===== config.mk =====
export PLATFORM = sky130hd
export DESIGN_NAME = xil_prbs_ref
export DESIGN_NICKNAME = d
export VERILOG_FILES = /design/src/rtl/xil_prbs_pkg.sv /design/src/rtl/xil_prbs_ref.sv
export SDC_FILE = /design/constraint.sdc
export NUM_CORES = 1
export LEC_CHECK = 0
export CORE_ASPECT_RATIO = 0.75
export CORE_MARGIN = 2
export CORE_UTILIZATION = 60
export DETAILED_ROUTE_END_ITERATION = 10
export MAX_ROUTING_LAYER = met4
export PLACE_DENSITY = 0.8
export SLEW_MARGIN = 15
export SYNTH_ARGS = -nofsm -noshare
export SYNTH_HDL_FRONTEND = slang
export SYNTH_SLANG_ARGS = --single-unit

===== constraint.sdc =====
create_clock -name clk_i -period 3.7 [get_ports clk_i]
set_input_delay 1.11 -clock clk_i [delete_from_list [all_inputs] [get_ports clk_i]]
set_output_delay 1.11 -clock clk_i [all_outputs]
set_load 0.1 [all_outputs]

===== src/rtl/xil_prbs_pkg.sv =====
// Shared types and polynomial lookup for the tiny PRBS checker.
package xil_prbs_pkg;

  typedef enum logic [1:0] {
    HUNT   = 2'd0,
    SYNC   = 2'd1,
    LOCKED = 2'd2
  } prbs_state_e;

  // Register length L for a polynomial name; 0 flags an unsupported name.
  function automatic int unsigned prbs_len(input string lfsr);
    if (lfsr == "LFSR6")  return 6;
    if (lfsr == "LFSR7")  return 7;
    if (lfsr == "LFSR15") return 15;
    if (lfsr == "LFSR22") return 22;
    if (lfsr == "LFSR33") return 33;
    return 0;
  endfunction

  // Inner tap K of the recurrence b[n] = b[n-L] ^ b[n-K].
  function automatic int unsigned prbs_tap(input string lfsr);
    if (lfsr == "LFSR6")  return 5;
    if (lfsr == "LFSR7")  return 6;
    if (lfsr == "LFSR15") return 14;
    if (lfsr == "LFSR22") return 21;
    if (lfsr == "LFSR33") return 20;
    return 0;
  endfunction

  function automatic bit prbs_legal(input string lfsr);
    return prbs_len(lfsr) != 0;
  endfunction

endpackage


===== src/rtl/xil_prbs_ref.sv =====
// Local PRBS reference: L-bit history fed either by the received bit
// (self-synchronising) or by its own prediction (free-running).
module xil_prbs_ref
  import xil_prbs_pkg::*;
#(
  parameter int unsigned L = 33,
  parameter int unsigned K = 20
) (
  input  logic clk_i,
  input  logic rst_i,
  input  logic ce_i,
  input  logic sel_pred_i,
  input  logic bit_i,
  output logic pred_c_o,
  output logic zero_c_o
);

  logic [L-1:0] hist_q, hist_d;
  logic         shift_bit;

  // Prediction, lockup detect and next history; h[0] is the newest bit.
  always_comb begin
    pred_c_o  = hist_q[L-1] ^ hist_q[K-1];
    zero_c_o  = (hist_q == '0);
    shift_bit = sel_pred_i ? pred_c_o : bit_i;
    hist_d    = hist_q;
    if (ce_i) begin
      hist_d = {hist_q[L-2:0], shift_bit};
    end
  end

  // History register.
  always_ff @(posedge clk_i or posedge rst_i) begin
    if (rst_i) begin
      hist_q <= '0;
    end else begin
      hist_q <= hist_d;
    end
  end

endmodule


==> impl_metrics.json <==
{
  "start_util_pct": 65.4,
  "utilization_pct": 70.7,
  "antenna_found_initial": 0,
  "yosys_warnings": 0,
  "clkTransAtPathRegs_ns": 0.10,
  "worstReg2RegStart": "hist_q[19]$_DFFE_PP0P_",
  "finClkSkew_ns": 0.00856,
  "grt_pass1_wl_um": 3480,
  "place_ws_ns": 1.15,
  "vias": 704,
  "gr-usage-met2_pct": 26.0,
  "crit_buf_inv": 1,
  "status": "finished with violations",
  "pwr-share-clk_pct": 17.6,
  "cts_buffers": 5,
  "worstHoldStart": "hist_q[3]$_DFFE_PP0P_",
  "fin_tns_setup_ns": 0,
  "rows": 14,
  "cp_max_fo": 3,
  "hold_buffers": 0,
  "drv_slew": 0,
  "leakage_nw": 0.699,
  "cp_cell_sequence": "nor4_1, nand4_1, nor3_2, buf_4",
  "cts_tree": "done",
  "cts_sinks": 33,
  "core_mm2": 0.00207,
  "cap_violations": 0,
  "syn_nets": 91,
  "drive_gt1_share_pct": 44.3,
  "ys_types": 12,
  "worst_ep_arrival_time_ns": 1.77,
  "seq_area_frac_synth_pct": 61.1,
  "grt_use_total_pct": 20.0,
  "fmax_mhz": 347,
  "dpl-instance-area_mm2": 0.00141,
  "timing.final.hold_violations": 0,
  "cts.path.max_buffers": 2,
  "busiest_layer": "met1",
  "tightest_slew_ns": 0.410,
  "syn_avg_cell_area_um2": 15.7,
  "syn_inst": 86,
  "largest_reg_flops": 33,
  "place.detailed.hpwl_um": 1320,
  "cpPeakStageDelay_ns": 0.40,
  "grt_overflow": 0,
  "top_regs": "hist_q x33",
  "max-slew-margin-rel_pct": 72.6,
  "gp_congestion": 0.716,
  "fp.dieArea_mm2": 0.00265,
  "regMostFlops": "hist_q",
  "vdd_drop_max_mv": 0.483,
  "critPathTopFamily": "simple AND/OR/NAND/NOR gates",
  "power.switching_mw": 0.350,
  "crit_path_start_kind": "register",
  "die_w_um": 58.8,
  "fin_crit_sh_pct": 77.8,
  "postCtsSetupRepairBufs": 0,
  "failed_checks": "DRC",
  "synth_area_leaders": "dfrtp_1 (61%), mux2_2 (25%), buf_6 (3.3%)",
  "routed_wl_um": 1960,
  "internal_power_mw": 0.767,
  "finalSetupViolations": 0,
  "clockRootBuffer": "clkbuf_4",
  "grt_max_degree": 34,
  "clock_latency_ns": 0.32,
  "pwr-share-comb_pct": 25.9,
  "p_seq_share_pct": 56.5,
  "syn_area_mm2": 0.00135,
  "synth_seq_cells": 33,
  "firstDrtPassIters": 7,
  "hold_class": "reg -> reg",
  "cts.repair.resized": 0,
  "use_met3_pct": 7.16,
  "wl_per_cell_um": 16.2,
  "use_met1_pct": 27.3,
  "drt.antenna.violating_nets": 0,
  "end_kind": "primary output",
  "area_growth_pct": 8.15,
  "swShare_pct": 31.4,
  "synth_top_area_cell": "dfrtp_1",
  "htree_levels": 2,
  "nets": 102,
  "worstPathRequired_ns": 2.59,
  "path_class": "reg -> out",
  "grt_pass1_vias": 724,
  "viasPerCell": 5.82,
  "ios": 7,
  "die_height_um": 45.1,
  "synth_top_area_share_pct": 61.1,
  "layout_setup_ws_ns": 0.822,
  "n_antenna_cell": 0,
  "startpoint": "hist_q[13]$_DFFE_PP0P_",
  "remaining_drc_errors": 2,
  "power_mw": 1.12,
  "drt_iter0_markers": 27,
  "portBuffers": 6,
  "final_area_mm2": 0.00146,
  "regToRegSetupSlack_ns": 2.73,
  "crit_slowest_cell": "dfrtp_1",
  "rsz0062_at_grt": "false",
  "p_per_area_mw_per_mm2": 765,
  "period_needed_ns": 2.88
}
==> power by group through the flow <==
stage	registers [mW]	logic, mW	clock network, mW
global placement	0.632	0.285	0
detailed placement	0.639	0.293	0
finish	0.631	0.290	0.197
CTS	0.630	0.295	0.203
floorplan	0.596	0.253	0
global route	0.656	0.321	0.221
==> worst register-to-register path, delay by kind of cell, from the launching register on <==
family    cells  cell delay [ns]
flops         1             0.43
mux           2             0.22
xor+xnor      1             0.19
==> cells in the final DEF, fill, tap and decap left out <==
cell,count
nor3_2,1
buf_4,4
nor2_1,1
nor4_1,7
inv_1,2
dfrtp_1,33
clkdlybuf4s50_1,4
mux2_2,30
mux2i_1,2
nand4_1,2
xor2_1,1
clkbuf_4,5
clkbuf_8,1
or3_1,1
mux2_4,2
clkbuf_1,1
==> worst paths after layout <==
check / end / cells after the start
setup / recovery: zero_c_o / 4
hold / removal: hist_q[4]$_DFFE_PP0P_ / 1
setup reg to reg: hist_q[0]$_DFFE_PP0P_ / 3
hold reg to reg: hist_q[4]$_DFFE_PP0P_ / 1
max in group asynchronous: hist_q[10]$_DFFE_PP0P_ / 3
min in group asynchronous: hist_q[17]$_DFFE_PP0P_ / 3
==> stage by stage <==
stage,hold WS (ns),instances
detailed placement,0.519,114
finish,0.534,121
floorplan,0.489,86
global route,0.555,121
global placement,0.509,114
CTS,0.538,121
==> final cells by class <==
type	count	area (um2)
Sequential cell	33	826
Tap cell	24	30.0
Timing Repair Buffer	8	70.1
Multi-Input combinational cell	47	473
Inverter	2	7.51
Fill cell	142	606
Clock buffer	7	55.1
==> cells in the mapped netlist <==
cell,n
dfrtp_1,33
mux2_2,30
nor4_1,7
buf_6,4
inv_1,2
mux2_4,2
mux2i_1,2
nand4_1,2
nor2_1,1
nor3_2,1
or3_1,1
xor2_1,1
==> routing by layer <==
| layer | vias up | part of all wire [%] |
|---|---|---|
| met3 | 2 | 4.9 |
| met5 | - | 0 |
| met4 | 0 | 1.2 |
| li1 | 335 | - |
| met2 | 13 | 44 |
| met1 | 354 | 50 |
==> cells by family after synthesis <==
logic type,synth area share (%)
AND/OR/NAND/NOR,5.65
buffers and inverters,3.89
flip-flops,61.1
multiplexers,28.7
XOR/XNOR,0.648
No activity file was read; power rests on OpenSTA's default activity.
